### config.mk
export PLATFORM = sky130hd
export DESIGN_NAME = mem_access_unit
export DESIGN_NICKNAME = d
export VERILOG_FILES = /design/src/rtl/mem_access_unit.sv
export SDC_FILE = /design/constraint.sdc
export NUM_CORES = 1
export LEC_CHECK = 0
export CORE_MARGIN = 2
export CORE_UTILIZATION = 53
export CTS_BUF_LIST = sky130_fd_sc_hd__clkbuf_4
export DETAILED_ROUTE_END_ITERATION = 7
export PLACE_DENSITY = 0.94
export SYNTH_ARGS = -nofsm -noshare
export SYNTH_HDL_FRONTEND = slang
export SYNTH_SLANG_ARGS = --single-unit
### constraint.sdc
create_clock -name CLK -period 5.12 [get_ports CLK]
set_input_delay 0.768 -clock CLK [delete_from_list [all_inputs] [get_ports CLK]]
set_output_delay 0.768 -clock CLK [all_outputs]
set_load 0.005 [all_outputs]
### src/rtl/mem_access_unit.sv
// mem_access_unit: memory-stage controller between EX/MEM and MEM/WB.
// Issues dcache load/store requests, stalls the pipeline while a request is
// outstanding, parks completed data while the pipeline is frozen, and owns
// the LL/SC link register with snoop-driven invalidation.
module mem_access_unit #(
    parameter int unsigned LINK_IGNORE_BITS = 2
) (
    input  logic        CLK,
    input  logic        nRST,
    input  logic        ex_valid,
    input  logic        ex_dREN,
    input  logic        ex_dWEN,
    input  logic        ex_ll,
    input  logic        ex_sc,
    input  logic        ex_WEN,
    input  logic [4:0]  ex_dest,
    input  logic [31:0] ex_addr,
    input  logic [31:0] ex_alu_result,
    input  logic [31:0] ex_store_data,
    input  logic        advance,
    input  logic        flush,
    input  logic        dhit,
    input  logic [31:0] dmemload,
    input  logic        ccinv,
    input  logic [31:0] ccsnoopaddr,
    output logic        dmemREN,
    output logic        dmemWEN,
    output logic [31:0] dmemaddr,
    output logic [31:0] dmemstore,
    output logic        mem_stall,
    output logic        wb_valid,
    output logic        wb_WEN,
    output logic [4:0]  wb_dest,
    output logic [31:0] wb_data,
    output logic        link_valid
);

    typedef enum logic [1:0] {
        IDLE   = 2'd0,
        ACCESS = 2'd1,
        HOLD   = 2'd2,
        DRAIN  = 2'd3
    } state_t;

    state_t      r_state;
    logic        r_req_ren;
    logic        r_req_wen;
    logic        r_req_ll;
    logic        r_req_sc;
    logic        r_req_WEN;
    logic [4:0]  r_req_dest;
    logic [31:0] r_req_addr;
    logic [31:0] r_req_data;
    logic [31:0] r_hold_data;
    logic        r_link_valid;
    logic [31:0] r_link_addr;

    // Word-granular address compare used by SC, local stores and snoops.
    function automatic logic word_match(input logic [31:0] a, input logic [31:0] b);
        return (a >> LINK_IGNORE_BITS) == (b >> LINK_IGNORE_BITS);
    endfunction

    logic        w_idle;
    logic        w_mem_op;
    logic        w_sc_ok;
    logic        w_sc_fail;
    logic        w_issue;
    logic        w_req_active;
    logic        w_req_ren;
    logic        w_req_wen;
    logic        w_req_ll;
    logic        w_req_sc;
    logic        w_req_WEN;
    logic [4:0]  w_req_dest;
    logic [31:0] w_req_addr;
    logic [31:0] w_req_data;
    logic [31:0] w_sw_wb;
    logic [31:0] w_result;
    logic        w_store_done;
    logic        w_ll_done;
    logic        w_link_clr;

    // Request attributes come straight from EX/MEM in IDLE, from the latched copy otherwise.
    assign w_idle       = (r_state == IDLE);
    assign w_mem_op     = ex_valid & (ex_dREN | ex_dWEN);
    assign w_sc_ok      = r_link_valid & word_match(r_link_addr, ex_addr);
    assign w_sc_fail    = ex_sc & ex_dWEN & ~w_sc_ok;
    assign w_issue      = w_idle & ~flush & w_mem_op & ~w_sc_fail;
    assign w_req_active = w_issue | (r_state == ACCESS) | (r_state == DRAIN);

    assign w_req_ren  = w_idle ? ex_dREN       : r_req_ren;
    assign w_req_wen  = w_idle ? ex_dWEN       : r_req_wen;
    assign w_req_ll   = w_idle ? ex_ll         : r_req_ll;
    assign w_req_sc   = w_idle ? ex_sc         : r_req_sc;
    assign w_req_dest = w_idle ? ex_dest       : r_req_dest;
    assign w_req_addr = w_idle ? ex_addr       : r_req_addr;
    assign w_req_data = w_idle ? ex_store_data : r_req_data;
    // A plain store never writes the register file; SC writes its success flag.
    assign w_req_WEN  = w_idle ? (ex_WEN & ~(ex_dWEN & ~ex_sc)) : r_req_WEN;
    assign w_sw_wb    = w_idle ? ex_alu_result : r_req_addr;

    // Writeback value of the current request at completion.
    assign w_result = w_req_ren ? dmemload : (w_req_sc ? 32'd1 : w_sw_wb);

    // Link-register events; a drained or flush-discarded LL never sets the link.
    assign w_store_done = w_req_active & dhit & w_req_wen;
    assign w_ll_done    = w_req_active & dhit & w_req_ren & w_req_ll & ~flush
                        & (r_state != DRAIN);
    assign w_link_clr   = (r_link_valid & w_store_done & word_match(w_req_addr, r_link_addr))
                        | (r_link_valid & ccinv & word_match(ccsnoopaddr, r_link_addr))
                        | (w_ll_done & ccinv & word_match(ccsnoopaddr, w_req_addr));

    assign link_valid = r_link_valid;

    // State machine, request latch and hold buffer.
    always_ff @(posedge CLK or negedge nRST) begin
        if (!nRST) begin
            r_state     <= IDLE;
            r_req_ren   <= 1'b0;
            r_req_wen   <= 1'b0;
            r_req_ll    <= 1'b0;
            r_req_sc    <= 1'b0;
            r_req_WEN   <= 1'b0;
            r_req_dest  <= 5'd0;
            r_req_addr  <= 32'd0;
            r_req_data  <= 32'd0;
            r_hold_data <= 32'd0;
        end else begin
            case (r_state)
                IDLE: begin
                    if (w_issue) begin
                        r_req_ren  <= ex_dREN;
                        r_req_wen  <= ex_dWEN;
                        r_req_ll   <= ex_ll;
                        r_req_sc   <= ex_sc;
                        r_req_WEN  <= w_req_WEN;
                        r_req_dest <= ex_dest;
                        r_req_addr <= ex_addr;
                        r_req_data <= ex_store_data;
                        if (dhit && !advance) begin
                            r_hold_data <= w_result;
                            r_state     <= HOLD;
                        end else if (!dhit) begin
                            r_state <= ACCESS;
                        end
                    end
                end
                ACCESS: begin
                    if (dhit) begin
                        if (flush || advance) begin
                            r_state <= IDLE;
                        end else begin
                            r_hold_data <= w_result;
                            r_state     <= HOLD;
                        end
                    end else if (flush) begin
                        r_state <= DRAIN;
                    end
                end
                HOLD: begin
                    if (advance || flush) begin
                        r_state <= IDLE;
                    end
                end
                DRAIN: begin
                    if (dhit) begin
                        r_state <= IDLE;
                    end
                end
                default: r_state <= IDLE;
            endcase
        end
    end

    // LL/SC link register; any clearing event beats a same-cycle set.
    always_ff @(posedge CLK or negedge nRST) begin
        if (!nRST) begin
            r_link_valid <= 1'b0;
            r_link_addr  <= 32'd0;
        end else if (w_link_clr) begin
            r_link_valid <= 1'b0;
        end else if (w_ll_done) begin
            r_link_valid <= 1'b1;
            r_link_addr  <= w_req_addr;
        end
    end

    // Dcache request, stall and writeback fields for the current state.
    always_comb begin
        dmemREN   = 1'b0;
        dmemWEN   = 1'b0;
        dmemaddr  = 32'd0;
        dmemstore = 32'd0;
        mem_stall = 1'b0;
        wb_valid  = 1'b0;
        wb_WEN    = 1'b0;
        wb_dest   = 5'd0;
        wb_data   = 32'd0;
        case (r_state)
            IDLE: begin
                if (!flush) begin
                    if (!w_mem_op) begin
                        wb_valid = ex_valid;
                        wb_WEN   = ex_WEN;
                        wb_dest  = ex_dest;
                        wb_data  = ex_alu_result;
                    end else if (w_sc_fail) begin
                        wb_valid = 1'b1;
                        wb_WEN   = ex_WEN;
                        wb_dest  = ex_dest;
                        wb_data  = 32'd0;
                    end else begin
                        dmemREN   = ex_dREN;
                        dmemWEN   = ex_dWEN;
                        dmemaddr  = ex_addr;
                        dmemstore = ex_store_data;
                        mem_stall = ~dhit;
                        wb_valid  = dhit;
                        wb_WEN    = w_req_WEN;
                        wb_dest   = ex_dest;
                        wb_data   = w_result;
                    end
                end
            end
            ACCESS: begin
                dmemREN   = r_req_ren;
                dmemWEN   = r_req_wen;
                dmemaddr  = r_req_addr;
                dmemstore = r_req_data;
                mem_stall = ~dhit;
                wb_valid  = dhit & ~flush;
                wb_WEN    = r_req_WEN;
                wb_dest   = r_req_dest;
                wb_data   = w_result;
            end
            HOLD: begin
                wb_valid = ~flush;
                wb_WEN   = r_req_WEN;
                wb_dest  = r_req_dest;
                wb_data  = r_hold_data;
            end
            DRAIN: begin
                dmemREN   = r_req_ren;
                dmemWEN   = r_req_wen;
                dmemaddr  = r_req_addr;
                dmemstore = r_req_data;
                mem_stall = 1'b1;
            end
            default: begin
                mem_stall = 1'b0;
            end
        endcase
    end

endmodule

# After elaboration in Yosys (flattened, before gate mapping)
# Cells that the tools add are included.
# Widths: inputs -> output; s select.
# word_totals
reg_bits,141
input_bits,177
output_inout_bits,107
elab_cells,132
# op_classes
eq_ne,16
mux,58
n_bitwise,34
reduce_logical,12
# ops
operator,count
$mux 32,17
$pmux 32 s2,3
$eq 30x30->1,4
$pmux 32 s3,1
$and 1x1->1,22
$mux 1,21
$mux 2,8
$ne 2x2->1 const B,5
$pmux 5 s2,1
$reduce_and 5->1,2
$pmux 2 s4,1
$not 1->1,7
$pmux 1 s2,3
$pmux 1 s3,2
$mux 5,1
$or 1x1->1,5
$eq 2x2->1 const B,2
$ne 2x1->1 const B,2
$reduce_and 2->1,2
$reduce_bool 2->1,2
$reduce_or 2->1,2
$ne 3x2->1 const B,1
$ne 3x3->1 const B,1
$eq 2x1->1 const B,1
other kinds (4),4

# Depth between registers and ports, before layout
# logic_depth
depth_word,18
ltp_mapped,12

# Least setup slack after synthesis
# Ideal clock, no wire load.
# synth_path
path_kind,reg-to-output
start,register r_state[1]
end,output wb_data[0]
t_arrival_ns,2.195
path_slack_ns,2.157
path_stages_with_launch,13
path_buffers,4
cell_sequence,dfrtp_1 -> inv_1 -> ha_1 -> buf_6 -> buf_6 -> inv_2 -> nor2_2 -> nand3b_1 -> nor2_1 -> buf_2 -> buf_2 -> o21ai_1 -> a21oi_1
# synth_between
elab_chain_cells,8
elab_cells_between_ends,12
classes_between,2 x eq/ne; 9 x mux; 1 x reduce/logical
# synth_lines
item,line_no,rtl
"start, declared",45,state_t r_state;
"start signal, assigned",118,r_state <= IDLE;
"start signal, assigned",142,r_state <= HOLD;
"start signal, assigned",144,r_state <= ACCESS;
$logic_not 2->1,"84, 199",
$mux 32 or $mux 1 (tied branches),"100, 94",
$mux 32 (2 in a row),103,assign w_result = w_req_ren ? dmemload : (w_req_sc ? 32'd1 : w_sw_wb);
$mux 32,207,end else if (w_sc_fail) begin
$mux 32,202,if (!w_mem_op) begin
$mux 32,201,if (!flush) begin
$pmux 32 s3 *,199,case (r_state)
"end, declared",34,"output logic [31:0] wb_data,"
# Mark *: on every way between the ends. The rest lies on a longest branch, timed or not.

# Worst setup path after layout
# layout_path
start,input ex_addr[28]
end,output dmemaddr[8]
# layout_between
elab_chain_cells,8
# layout_lines
item,line_no,rtl
"start, declared",17,"input logic [31:0] ex_addr,"
$eq 30x30->1,60,return (a >> LINK_IGNORE_BITS) == (b >> LINK_IGNORE_BITS);
$and 1x1->1,86,"assign w_sc_ok = r_link_valid & word_match(r_link_addr, ex_addr);"
$not 1->1,87,assign w_sc_fail = ex_sc & ex_dWEN & ~w_sc_ok;
$and 1x1->1,87,
$mux 32,207,
$mux 32,202,
$mux 32,201,
$pmux 32 s2,199,
"end, declared",28,"output logic [31:0] dmemaddr,"
# No other way between the ends.

==> metrics <==
status=finished, final reports clean; placed wire-length estimate=23.1 mm; DIE WIDTH=roughly 140 um; Slew Limit Fails=0; fillers=roughly 1300; cells after synthesis=slightly below 1000; Slew @ Worst Pin=980 ps; r2r setup slk=~950 ps; Vias=roughly 8900; IO Port Bufs=roughly 280; Vias/cell=slightly above 6; CTS tree=built; Psw=around 0.0032 W; CTS Root Cell=clkbuf_4; async set-reset flop share out of synthesis=100%; xor and xnor area share after synthesis=approximately 11%; postcts setup bufs=0; Post-Layout Cell Count=around 1500; global-route wire length before repair=49.9 mm; critical path class=primary input to primary output; clock latency on the worst-skew pair=550 ps; max_cap viols=0; adder-cell area share of the yosys netlist=less than 1%; multiplexer area fraction after synthesis=around 23%; antenna violations before repair=1; post-synthesis cell area=0.00952 mm2; # resized after CTS=0; Area Growth Syn to Fin=33.7%; total track usage=32.5%; Mapped Nets=1147; Starting Density=53.5%; GPL Wtd Cong=1.01; period utilization=93.9%; ANT nets after route=0; top cells by count, synth=139 x dfrtp_1, 106 x xnor2_1, 103 x a22oi_1, 103 x mux2_1, 77 x nor2_1; switch share=42.9%; number of detailed-route iterations in the first pass=5; endpoints failing setup=0; Iteration-0 DRC Markers=611; Setup Skew=23.6 ps; Max Fclk=about 0.21 GHz; DIE HEIGHT=about 140 um; headroom to the max-slew limit=approximately a third; min Tclk post-route=between 4000 and 5000 ps; combinational power share=about three fifths; FF-to-FF path depth=11; DRC viols=0; Yosys cell types=46; CP max FO=67; syn avg cell area=9.87 um2; DRT Wirelength=31.8 mm; flops & latches, synth=around 140; largest family of logic cells by synthesized area=multiplexers; Arr. time, crit path=4040 ps; Cell Rows=49; antenna diode count=0; hold buffers post-CTS=0; leakage power=5.05 nW; Num CTS Buffers=17; Post-Synth Simple-Gate Area=8.49%; number of synthesized flops with an enable pin=0; FF-to-FF End=r_link_addr[8]; final instance area=around 0.013 mm2; Worst Setup End Kind=primary output; setup TNS=0 ps; Syn. warnings=0; top-area cell type share of the netlist area=36.5%; Fin. Hold Viols=0; ranking of synthesized cells by area=dfrtp_1 37%, mux2_1 12%, xnor2_1 9.8%; RSZ-0062 raised after global routing=false; largest net degree at the start of global routing=approximately 100; Inst Count DP=around 1400; Max VDD drop=0.371 mV; CTS H-Tree Depth=4; Worst R2R Start=r_state[0]; Hold/Removal Path Class=primary input to asynchronous set/reset pin; post-synthesis compound-gate area fraction=15.2%; Worst setup SP type=primary input; Max clock buf depth=2; biggest area consumer among synthesized cells=dfrtp_1; vias in the first global route=8970; top_reg_cell synth=dfrtp_1; Pwr Total=around 0.0075 W; Top Ports=roughly 280; pwr/cell area=592 mW/mm2; core area=0.0178 mm2; Die Area=~0.019 mm2; DP Area=0.0124 mm2; final net count=approximately 1400; clock slew at reported path FFs=130 ps; Internal=~0.0043 W; CP required=roughly 4400 ps; clock sinks=139; Overflow after GRT=0; cell with the most instances after synthesis=dfrtp_1; clock network power share=10.2%; mean routed wirelength per cell=22.0 um; sequential cell fraction of total power=about 30%; register area share after synthesis=roughly 37%; share of cells above drive strength 1=approximately 6.6%
-- cells in the final DEF, fill, tap and decap left out, types with 12 or more instances in the layout --
cell | Yosys | routed
a21oi_1 | 40 | 40
xor2_1 | 14 | 14
mux2_1 | 103 | 103
clkbuf_4 | 0 | 19
o21ai_1 | 32 | 32
inv_1 | 36 | 36
dfrtp_1 | 139 | 139
nor2_1 | 77 | 76
clkdlybuf4s50_1 | 0 | 280
nand2_1 | 35 | 35
nor4_1 | 21 | 21
xnor2_1 | 106 | 106
o21ai_0 | 35 | 35
nand4_1 | 15 | 15
a22oi_1 | 103 | 103
buf_4 | 0 | 12
mux2i_2 | 23 | 23
mux2i_1 | 68 | 68
-- cell type report --
cell class                 count  area [um2]  area share (%)
tap                          229         287            2.25
clock buffer                  19         143            1.12
timing repair buffer         295        2940            23.1
multi-input combinational    719        5590            43.9
inverter                      37         139            1.09
sequential                   139        3480            27.3
clock inverter                12         149            1.17
-- kinds of logic after synthesis --
group,Yosys count
AND/OR/NAND/NOR,171
buffers and inverters,107
flip-flops,139
AO/OA/AOI/OAI,226
adder cells (fa/ha/maj),5
multiplexers,197
XOR/XNOR,120
-- critical path, stage by stage --
cell             delay, ps
clkdlybuf4s50_1        500
xnor2_1                300
nand4_1                140
nor4_1                 500
a21oi_1                310
nor2_4                 260
buf_12                 330
a22oi_1                150
nor2_1                 230
clkdlybuf4s50_1        540
-- registers in the layout, summed over array words and instances (netlist names) --
| signal | count |
|---|---|
| r_hold_data | 32 |
| r_req_sc | 1 |
| r_req_WEN | 1 |
| r_req_ll | 1 |
| r_req_wen | 1 |
| r_req_ren | 1 |
| r_link_addr | 30 |
| r_req_addr | 32 |
| link_valid | 1 |
| r_state | 2 |
| r_req_data | 32 |
| r_req_dest | 5 |
-- layer usage --
metal  up-vias  wire length (um)  GRT usage (%)
met4         0              1320           13.9
met1      4328             12800           43.4
li1       3959                 -              -
met2       517             14800           51.8
met3        85              2910           6.86
met5         -                 0              0
-- power by group through the flow --
stage	Sequential (W)	Clock [W]	Combinational [W]
4_1_cts	0.00223	0.000780	0.00449
2_1_floorplan	0.00201	0	0.00276
3_5_place_dp	0.00225	0	0.00445
3_3_place_gp	0.00221	0	0.00435
6_report	0.00225	0.000770	0.00451
5_1_grt	0.00230	0.000828	0.00485
-- metrics by stage --
stage          hold slack [ps]  worst slack [ps]  utilization (%)
3_3_place_gp               468               369             70.0
3_5_place_dp               476               328             70.0
2_1_floorplan              459              2160                -
4_1_cts                    329               330             71.6
6_report                   314               313             71.6
5_1_grt                    356               148             71.6
-- worst max-delay path by stage --
stage | startpoint | to | slack (ps) | cells after the start
6_report | ex_addr[28] | dmemaddr[8] | 310 | 10
5_1_grt | ex_addr[28] | dmemaddr[29] | 150 | 10
4_1_cts | ex_addr[28] | dmemaddr[8] | 330 | 10
3_5_place_dp | ex_addr[19] | dmemaddr[8] | 330 | 10
3_3_place_gp | ex_addr[28] | dmemaddr[8] | 370 | 10
2_1_floorplan | r_state[1] | wb_data[0] | 2160 | 12
(Power assumes the default switching activity.)
